<file path="config.mk">
export PLATFORM = sky130hd
export DESIGN_NAME = pe_dot_sched
export DESIGN_NICKNAME = d
export VERILOG_FILES = /design/src/rtl/pe_dot_sched.sv
export SDC_FILE = /design/constraint.sdc
export NUM_CORES = 1
export LEC_CHECK = 0
export BUFFER_PORTS_ARGS = -buffer_cell sky130_fd_sc_hd__buf_2
export CAP_MARGIN = 30
export CORE_MARGIN = 8
export CORE_UTILIZATION = 30
export CTS_BUF_LIST = sky130_fd_sc_hd__clkbuf_4
export CTS_CLUSTER_SIZE = 10
export DETAILED_ROUTE_END_ITERATION = 12
export GPL_ROUTABILITY_DRIVEN = 0
export PLACE_DENSITY = 0.57
export SETUP_SLACK_MARGIN = 0.15
export SLEW_MARGIN = 20
export SYNTH_ARGS = -nofsm -noshare
export SYNTH_HDL_FRONTEND = slang
export SYNTH_SLANG_ARGS = --single-unit
</file>
<file path="constraint.sdc">
create_clock -name clk -period 3.9 [get_ports clk]
set_clock_uncertainty 0.15 [all_clocks]
set_input_delay 0.39 -clock clk [delete_from_list [all_inputs] [get_ports clk]]
set_output_delay 0.39 -clock clk [all_outputs]
set_load 0.05 [all_outputs]
</file>
<file path="src/rtl/pe_dot_sched.sv">
// Command-driven operand sequencer for a single 1-cycle PE, with MAC feedback and a 2-entry result FIFO.
// Defining PE_SCHED_PERF_EN adds the o_perf_busy / o_perf_stall cycle counters.
module pe_dot_sched #(
    parameter int unsigned DATA_WIDTH = 16,
    parameter int unsigned ACC_WIDTH  = 32,
    parameter int unsigned LEN_WIDTH  = 16
) (
    input  logic                  clk,
    input  logic                  rst_n,
    input  logic                  i_cmd_valid,
    output logic                  o_cmd_ready,
    input  logic [1:0]            i_cmd_mode,
    input  logic [LEN_WIDTH-1:0]  i_cmd_len,
    output logic                  o_cmd_err,
    input  logic                  i_op_valid,
    output logic                  o_op_ready,
    input  logic [DATA_WIDTH-1:0] i_op_a,
    input  logic [DATA_WIDTH-1:0] i_op_b,
    output logic                  o_pe_valid,
    output logic [1:0]            o_pe_mode,
    output logic [DATA_WIDTH-1:0] o_pe_a,
    output logic [DATA_WIDTH-1:0] o_pe_b,
    output logic [ACC_WIDTH-1:0]  o_pe_acc,
    input  logic [ACC_WIDTH-1:0]  i_pe_result,
    input  logic                  i_pe_valid_out,
    output logic                  o_res_valid,
    input  logic                  i_res_ready,
    output logic [ACC_WIDTH-1:0]  o_res_data,
    output logic                  o_res_last
`ifdef PE_SCHED_PERF_EN
    ,
    output logic [31:0]           o_perf_busy,
    output logic [31:0]           o_perf_stall
`endif
);

    localparam logic [1:0] ModeMac = 2'b00;
    localparam logic [1:0] ModeIll = 2'b11;

    typedef enum logic {StIdle, StRun} state_t;

    state_t               r_state;
    logic                 r_alive;
    logic [1:0]           r_mode;
    logic [LEN_WIDTH-1:0] r_len;
    logic [LEN_WIDTH-1:0] r_beat;
    logic                 r_pend_push;
    logic                 r_pend_last;
    logic                 r_zero_push;
    logic                 r_cmd_err;
    logic [ACC_WIDTH-1:0] r_fifo_data [2];
    logic                 r_fifo_last [2];
    logic                 r_wr_ptr;
    logic                 r_rd_ptr;
    logic [1:0]           r_count;

    logic       w_pop;
    logic       w_push;
    logic [2:0] w_occ;
    logic       w_credit;
    logic       w_cmd_zero;
    logic       w_cmd_acc;
    logic       w_mac;
    logic       w_final;
    logic       w_push_beat;
    logic       w_fire;

    // Occupancy counts in-flight pushes and nets out a same-cycle pop for full throughput.
    assign w_pop       = (r_count != 2'd0) & i_res_ready;
    assign w_push      = (i_pe_valid_out & r_pend_push) | r_zero_push;
    assign w_occ       = {1'b0, r_count} + {2'b00, r_pend_push} + {2'b00, r_zero_push}
                         - {2'b00, w_pop};
    assign w_credit    = w_occ < 3'd2;

    assign w_cmd_zero  = (i_cmd_mode == ModeMac) && (i_cmd_len == '0);
    assign o_cmd_ready = r_alive & (r_state == StIdle) & ~(w_cmd_zero & ~w_credit);
    assign w_cmd_acc   = i_cmd_valid & o_cmd_ready;

    assign w_mac       = (r_mode == ModeMac);
    assign w_final     = (r_beat == r_len - LEN_WIDTH'(1));
    assign w_push_beat = ~w_mac | w_final;
    assign o_op_ready  = (r_state == StRun) & (~w_push_beat | w_credit);
    assign w_fire      = i_op_valid & o_op_ready;

    assign o_pe_valid  = w_fire;
    assign o_pe_mode   = r_mode;
    assign o_pe_a      = w_fire ? i_op_a : '0;
    assign o_pe_b      = w_fire ? i_op_b : '0;
    assign o_pe_acc    = (w_fire & w_mac & (r_beat != '0)) ? i_pe_result : '0;
    assign o_cmd_err   = r_cmd_err;

    assign o_res_valid = (r_count != 2'd0);
    assign o_res_data  = o_res_valid ? r_fifo_data[r_rd_ptr] : '0;
    assign o_res_last  = o_res_valid & r_fifo_last[r_rd_ptr];

    always_ff @(posedge clk or negedge rst_n) begin
        if (!rst_n) begin
            r_state     <= StIdle;
            r_alive     <= 1'b0;
            r_mode      <= 2'b00;
            r_len       <= '0;
            r_beat      <= '0;
            r_pend_push <= 1'b0;
            r_pend_last <= 1'b0;
            r_zero_push <= 1'b0;
            r_cmd_err   <= 1'b0;
        end else begin
            r_alive     <= 1'b1;
            r_cmd_err   <= 1'b0;
            r_zero_push <= 1'b0;
            r_pend_push <= w_fire & w_push_beat;
            r_pend_last <= w_fire & w_final;
            unique case (r_state)
                StIdle: begin
                    if (w_cmd_acc) begin
                        r_mode <= i_cmd_mode;
                        r_len  <= i_cmd_len;
                        r_beat <= '0;
                        if (i_cmd_mode == ModeIll) begin
                            r_cmd_err <= 1'b1;
                        end else if (i_cmd_len == '0) begin
                            r_zero_push <= (i_cmd_mode == ModeMac);
                        end else begin
                            r_state <= StRun;
                        end
                    end
                end
                StRun: begin
                    if (w_fire) begin
                        r_beat <= r_beat + LEN_WIDTH'(1);
                        if (w_final) begin
                            r_state <= StIdle;
                        end
                    end
                end
                default: r_state <= StIdle;
            endcase
        end
    end

    always_ff @(posedge clk or negedge rst_n) begin
        if (!rst_n) begin
            for (int i = 0; i < 2; i++) begin
                r_fifo_data[i] <= '0;
                r_fifo_last[i] <= 1'b0;
            end
            r_wr_ptr <= 1'b0;
            r_rd_ptr <= 1'b0;
            r_count  <= 2'd0;
        end else begin
            if (w_push) begin
                r_fifo_data[r_wr_ptr] <= r_zero_push ? '0 : i_pe_result;
                r_fifo_last[r_wr_ptr] <= r_zero_push | r_pend_last;
                r_wr_ptr              <= ~r_wr_ptr;
            end
            if (w_pop) begin
                r_rd_ptr <= ~r_rd_ptr;
            end
            r_count <= r_count + {1'b0, w_push} - {1'b0, w_pop};
        end
    end

`ifdef PE_SCHED_PERF_EN
    logic [31:0] r_perf_busy;
    logic [31:0] r_perf_stall;

    always_ff @(posedge clk or negedge rst_n) begin
        if (!rst_n) begin
            r_perf_busy  <= '0;
            r_perf_stall <= '0;
        end else if (w_cmd_acc && (i_cmd_len == '0) && (i_cmd_mode == ModeIll)) begin
            r_perf_busy  <= '0;
            r_perf_stall <= '0;
        end else if (r_state == StRun) begin
            if (r_perf_busy != '1) begin
                r_perf_busy <= r_perf_busy + 32'd1;
            end
            if (!w_fire && (r_perf_stall != '1)) begin
                r_perf_stall <= r_perf_stall + 32'd1;
            end
        end
    end

    assign o_perf_busy  = r_perf_busy;
    assign o_perf_stall = r_perf_stall;
`endif

endmodule

</file>
==> results of run 1 <==
## critical path, delay by kind of cell, from the launching register on
kind	cells	cell delay, ns
AOI/OAI and AO/OA	2	0.39
buffers and inverters	3	0.21
xor gates and xnor gates	1	0.16
and+or+nand+nor	7	1.08
DFF	1	0.46
adders and majority gates	3	0.80
## state kept, by name, summed over array words and instances, names as in the netlist, 2 cells and up
signal       count
r_beat          16
r_fifo_data     64
o_pe_mode        2
r_count          2
r_fifo_last      2
r_len           16
## placed cells by master, fill, tap and decap left out, types with 4 or more instances in the layout
| cell | instances |
|---|---|
| nand2_1 | 165 |
| buf_2 | 124 |
| dfrtp_1 | 107 |
| o21ai_0 | 74 |
| buf_4 | 51 |
| dlygate4sd3_1 | 48 |
| nor2_1 | 46 |
| mux2i_1 | 35 |
| and2_4 | 34 |
| buf_8 | 34 |
| and2_1 | 29 |
| inv_1 | 14 |
| xnor2_1 | 14 |
| nor4_1 | 13 |
| nand3_1 | 10 |
| clkbuf_4 | 9 |
| xor2_1 | 8 |
| o211ai_1 | 8 |
| o31ai_1 | 7 |
| nand4_1 | 7 |
| a21oi_1 | 6 |
| and2_2 | 6 |
| nor3_1 | 5 |
| or3_1 | 5 |
| and3_4 | 5 |
| nor2b_1 | 4 |
| and3_1 | 4 |
| or4_1 | 4 |
| ha_1 | 4 |
## timing repair
item                                   4_1_cts  5_1_grt
gates cloned                                 3        0
setup endpoints to repair                   69       77
endpoints found under the hold margin      142        0
gates resized for setup                    176        4
setup buffers                                6        2
pin swaps                                   12       12
hold buffers                                48        0
## metrics by stage
stage          power, mW  hold WS, ns  TNS, ns  utilization (%)
3_5_place_dp        1.88        0.319        0             37.2
3_3_place_gp        1.87        0.311        0             36.8
6_report            2.69       0.0456   -12.22             43.4
5_1_grt             2.83       0.0295   -25.84             43.4
4_1_cts             2.72     0.000108   -16.80             43.1
2_1_floorplan       1.69      -0.0556        0                -
## cell families (layout without fill, tap and decap cells)
| kind of cell | Yosys count | after routing |
|---|---|---|
| simple gates | 356 | 359 |
| compound gates | 118 | 118 |
| flops | 110 | 110 |
| buf+inv | 62 | 295 |
| mux | 35 | 35 |
| xor+xnor | 23 | 23 |
| fa+ha+maj | 8 | 8 |
| other cells | 1 | 1 |
## where the power goes
group / switching [mW] / total, mW / internal (mW)
registers: 0.0534 / 1.22 / 1.17
logic: 0.485 / 0.860 / 0.375
clock network: 0.453 / 0.611 / 0.157
total: 0.992 / 2.69 / 1.70
## path summary, 6_finish.rpt
| kind | startpoint | to | slack [ns] |
|---|---|---|---|
| hold / removal | i_pe_result[6] | r_fifo_data[6] | 0.05 |
| hold reg to reg | r_fifo_data[1] | r_fifo_data[1] | 0.35 |
| max in group asynchronous | rst_n | r_len[14] | 2.87 |
| setup reg to reg | r_count[1] | r_beat[6] | 0.31 |
| setup / recovery | r_count[1] | o_pe_acc[4] | -0.23 |
| min in group asynchronous | rst_n | r_fifo_data[48] | 0.12 |
## per-layer routing
layer,GRT usage [%],vias to the layer above,wire [um]
li1,-,2875,-
met4,3.26,2,233
met1,19.2,2742,8730
met2,26.6,152,9770
met3,3.72,20,1070
met5,0,-,13
## area by class of cell
cell class	instances	area, sq um	area share [%]
Tap cell	270	338	3.86
Sequential cell	110	2760	31.5
Clock buffer	9	67.6	0.772
Clock inverter	7	82.6	0.944
Inverter	16	62.6	0.715
Timing Repair Buffer	263	2140	24.4
Multi-Input combinational cell	544	3310	37.8
==> summary.md, run 1 <==
| Metric | Value |
|---|---|
| Status | finished, violations left |
| Failing checks | setup timing |
| Arr. time, crit path | approximately 3.6 ns |
| Root Driver | clkbuf_4 |
| Largest net degree at the start of global routing | ~70 |
| Unrepaired setup endpoints after global routing | yes |
| Xor/xnor share of the synthesized area | 3.29% |
| Startpoint types | register |
| DIE AREA | between 20000 and 30000 sq um |
| Max VDD drop | 0.169 mV |
| Power per cell area | approximately 310 nW/um^2 |
| Leakage | 4.16 nW |
| Final setup viols | between 60 and 70 |
| Area growth syn-to-layout | 42.8% |
| Share of cells above drive strength 1 | between 30% and 40% |
| Initial core utilization | ~30% |
| Crit path capture type | output port |
| CTS Buf Count | 9 |
| Clk_lat worst skew | ~0.50 ns |
| Vias | between 5000 and 6000 |
| Vias in the first global route | between 5000 and 6000 |
| Crit Path Category | reg2out |
| Max Cap Violations | 0 |
| Syn_area_per_cell | roughly 8.6 sq um |
| Critical path, cell by cell | nor2_4 -> inv_4 -> and2_4 -> ha_4 -> inv_2 -> ha_4 -> a21o_1 -> fa_2 -> xnor2_2 -> nor2_2 -> nor2_1 -> nor2_2 -> o211a_4 -> and3_4 -> and2_4 -> buf_8 |
| Vias/cell | about 4.8 |
| Synthesized instance count | just over 700 |
| Die Ht | approximately 160 um |
| Fin crit share | 106% |
| Hold WC Path Type | in2reg |
| Slack of the critical path | -0.229 ns |
| Main synth FF type | dfrtp_1 |
| Hold path cells | 3 |
| Finished Layout Cells | approximately 1200 |
| Most instantiated library cell after synthesis | nand2_1 |
| Antenna diode count | 0 |
| Post-route design area | about 9000 sq um |
| Post-DP Area | 7490 sq um |
| Post-route ant nets | 0 |
| Main combinational cell family by area after synthesis | simple AND/OR/NAND/NOR gates |
| Critical path's largest stage delay | 0.46 ns |
| Top post-synthesis cells by area | dfrtp_1 45%, nand2_1 10%, and2_1 6.9% |
| Fmax | around 240 MHz |
| DR iter-0 viols | roughly 260 |
| Inst Count DP | between 1000 and 1500 |
| Synthesized cell area | 6130 sq um |
| Syn nets | around 810 |
| Post-DP HPWL | about 13 mm |
| Synth Register Bits | 110 |
| Synth area leader | dfrtp_1 |
| First-pass GRT wire length | about 32 mm |
| Worst-Margin Slew | about 0.75 ns |
| Top cell type's share of synthesized area | between 40% and 50% |
| Synth async-reset ratio | between 90% and 100% |
| Site Rows | 52 |
| Maximum clock path buffer count | 2 |
| Initial antenna violation count | 1 |
| FILL cells | 1988 |
| GRT Total Usage | between 15 and 20% |
| Final nets | around 1000 |
| Reg2reg path depth | 14 |
| Max-slew violations | 0 |
| Mux share of post-synthesis cell area | approximately 5.7% |
| CTS tree | done |
| Post-Synth Simple-Gate Area | 28.0% |
| Port Buffer Count | between 150 and 200 |
| Die W | roughly 160 um |
| Total iterations of the first detailed-routing run | 4 |
| Compound-gate portion of the synthesized area | between 10% and 20% |
| Clk slew on worst S/H paths | between 0.15 and 0.2 ns |
| Clock Sinks | 110 |
| Core area | a little over 20000 sq um |
| Commonest cells post-synth | 165 x nand2_1, 110 x dfrtp_1, 74 x o21ai_0, 68 x and2_1, 49 x nor2_1 |
| Ports | 192 |
| Crit path required time | 3.36 ns |
| H-Tree Depth | 3 |
| Netlist cell types | 56 |
| Total grt overflow | 0 |
| DRC violations left | 0 |
| Fin crit period | between 4 and 5 ns |
| Number of enable flip-flop cells after synthesis | 0 |
| Relative slew slack | between 40% and 50% |
| Mean routed wirelength per cell | 16.3 um |
| Drt total wl | 19.8 mm |
| Ys Warns | 0 |
| Dpl ws | 0.0866 ns |
| Worst path slowest cell | dfrtp_2 |
| Seq/Total Area, Yosys | approximately 45% |
| Crit Path Max Fanout | 8 |
| Synth Area in Adders | 1.76% |
| Fin. Hold Viols | 0 |
No activity file was read; power rests on OpenSTA's default activity.
==> run 2, diff against run 1 <==
clock period = 3.7 ns   (was 3.9 ns; I/O delays follow)
==> run 2 against run 1 <==
The flow still finishes with violations (setup timing). Critical path type unchanged. Total power rose by 7.0%. Core utilization rose by 3.0 points. Design area rose by 6.9%. Hold slack got worse by 0.0036 ns. Largest cell class unchanged. Final cell count rose by 1.6%. Largest power group unchanged. Global-route usage rose by 0.44 points. Sequential share of layout area fell by 2.0 points.
==> summary.md, run 2 (synthesis gave the netlist of run 1 again) <==
| Metric | Value |
|---|---|
| Total negative slack | -26.37 ns (-14.15 ns) |
| Grt peak-use layer | met2 |
| Die Ht | 159 um (unchanged) |
| First-pass GRT wire length | 32.9 mm (+3.0%) |
| Layout Utilization | 46.4% (+3.0 points) |
| Antenna diode count | 0 (unchanged) |
| Slack of the critical path | -0.456 ns (-0.227 ns) |
| Initial antenna violation count | 1 (unchanged) |
| Fin. Hold Viols | 0 (unchanged) |
| Worst reg2reg startpoint | r_count[0] |
| Crit path required time | 3.18 ns (-0.18 ns) |
| Reg with most FFs | r_fifo_data |
| DRC violations left | 0 (unchanged) |
| Post-route ant nets | 0 (unchanged) |
| GR Layer Usage met2 | 26.9% (+0.25 points) |
| Drt total wl | 20.4 mm (+2.9%) |
| Vias | 5956 (+2.8%) |
| Fmax | around 240 MHz |
| Met3 usage | 4.08% (+0.36 points) |
| Initial core utilization | 30.4% (unchanged) |
| Unrepaired setup endpoints after global routing | yes |
| Total grt overflow | 0 (unchanged) |
| Crit Path Category | reg2out |
| Hold WC Path Type | in2reg |
| Max-slew violations | 0 (unchanged) |
| Ports | 192 (unchanged) |
| Most frequent cells in the layout | 156 x nand2_1, 123 x buf_2, 107 x dfrtp_1, 69 x o21ai_0, 51 x dlygate4sd3_1 |
| Final nets | 1059 (+1.8%) |
| Fin crit share | 112% |
| Leakage | 4.41 nW (+6.1%) |
| Clk slew on worst S/H paths | 0.17 ns (about the same) |
| Area growth syn-to-layout | 52.7% |
| Vias/cell | 4.81 (+1.3%) |
| Status | finished, violations left |
| GRT Total Usage | 15.9% (+0.44 points) |
| Maximum clock path buffer count | 2 (unchanged) |
| Relative slew slack | 43.1% (-6.8 points) |
| Post-route design area | 9350 sq um (+6.9%) |
| CTS tree | done |
| Site Rows | 52 (unchanged) |
| Vias in the first global route | 6149 (+4.6%) |
| Largest net degree at the start of global routing | 67 (-5.6%) |
| Port Buffer Count | 191 (unchanged) |
| Mean routed wirelength per cell | 16.5 um (+1.3%) |
| Worst-Margin Slew | 0.853 ns (+0.102 ns) |
| Finished Layout Cells | 1238 (+1.6%) |
| Core area | 20200 sq um (unchanged) |
| Startpoint types | register |
| Fin crit period | about 4.2 ns |
| RR Endpoint | r_beat[12] |
| Total iterations of the first detailed-routing run | 5 (+1) |
| Crit Path Max Fanout | 8 (unchanged) |
| Arr. time, crit path | 3.64 ns (+0.05 ns) |
| Worst reg-to-reg setup slack | 0.01 ns (-0.30 ns) |
| Tot Pwr | 2.88 mW (+7.0%) |
| Top Registers | r_fifo_data (64), r_beat (16), r_len (16) |
| Max Cap Violations | 0 (unchanged) |
| Max VDD drop | 0.212 mV (+26%) |
| Global-route track usage on met1 | 19.5% (+0.31 points) |
| Clk_lat worst skew | 0.50 ns (about the same) |
| Power per cell area | 308 nW/um^2 (about the same) |
| Commonest non-fill, non-tap cell in the layout | nand2_1 |
| Die W | 159 um (unchanged) |
| H-Tree Depth | 3 (unchanged) |
| Crit path capture type | output port |
| DIE AREA | 25200 sq um (unchanged) |
| Post-DP HPWL | 13.3 mm (+0.51%) |
| Reg2reg path depth | 20 (+6) |
| Failing checks | setup timing |
| Inst Count DP | 1152 (+0.79%) |
| Clock Sinks | 110 (unchanged) |
| Critical Path End | o_pe_acc[8] |
| Number of flip-flops in the largest register | 64 (unchanged) |
| Final setup viols | 67 (unchanged) |
| Share of cells above drive strength 1 | 38.0% (+6.3 points) |
| Post-DP Area | 7610 sq um (+1.5%) |
| DR iter-0 viols | 269 (+2.7%) |
| CP startpoint | r_count[0] |
| CTS Buf Count | 9 (unchanged) |
| Root Driver | clkbuf_4 |
run 2: changes by cell type in the layout (fill, tap and decap cells not counted), sizes merged:
cell	before	now
buf	215	229
dlygate4sd3	48	51
clkbuf	9	11
clkinv	2	4
clkinvlp	1	0
inv	20	19
run 2: cell type report:
type | instances | area, sq um
clock buffers | 9 | 67.6
clock inverters | 7 | 77.6
flip-flops and latches | 110 | 2760
repair buffers | 282 | 2530
inverters | 16 | 62.6
well taps | 270 | 338
fillers | 1904 | 10800
multi-input cells | 544 | 3520
run 2: how the worst min path moves through the flow:
stage / from / end / slack (ns) / cells past startpoint
global route: i_pe_valid_out / r_wr_ptr / 0.03 / 3
floorplan: rst_n / o_cmd_err / -0.08 / 0
finish: i_pe_valid_out / r_wr_ptr / 0.04 / 3
CTS: i_pe_valid_out / r_wr_ptr / 0.002 / 3
detailed placement: r_fifo_data[28] / r_fifo_data[28] / 0.32 / 2
global placement: r_fifo_data[48] / r_fifo_data[48] / 0.31 / 2
run 2: metrics by stage:
| stage | hold WS (ns) | worst slack, ns |
|---|---|---|
| global placement | 0.310 | -0.0294 |
| CTS | 0.00231 | -0.556 |
| global route | 0.0273 | -0.676 |
| detailed placement | 0.320 | -0.106 |
| finish | 0.0420 | -0.456 |
| floorplan | -0.0756 | -0.0917 |
run 2: what timing repair did:
| item | in CTS | in global routing |
|---|---|---|
| cloned | 4 | 3 |
| hold endpoints to repair | 146 | 0 |
| buffers inserted | 6 | 6 |
| pin swaps | 13 | 31 |
| hold buffers | 51 | 0 |
| gates resized for setup | 209 | 58 |
| setup endpoints to repair | 84 | 101 |
run 2: worst max-delay path: stages (launching register included):
cell	delay, ns
dfrtp_2	0.46
nor2_4	0.13
inv_4	0.03
and2_4	0.14
ha_4	0.26
inv_2	0.03
ha_4	0.19
a21o_1	0.16
fa_2	0.35
xnor2_2	0.15
nor2_1	0.13
nor2_1	0.06
nor2_2	0.16
o211a_4	0.23
and3_4	0.32
and2_4	0.19
buf_8	0.14
run 2: power breakdown:
group	internal, mW	switching [mW]
Sequential	1.23	0.0642
Clock	0.161	0.463
Combinational	0.436	0.524
Total	1.83	1.05
run 2: per-layer routing:
metal	wire length [um]	part of all wire (%)
met1	8630	42
met2	10000	49
met3	1320	6.5
met4	384	1.9
met5	13	0.064
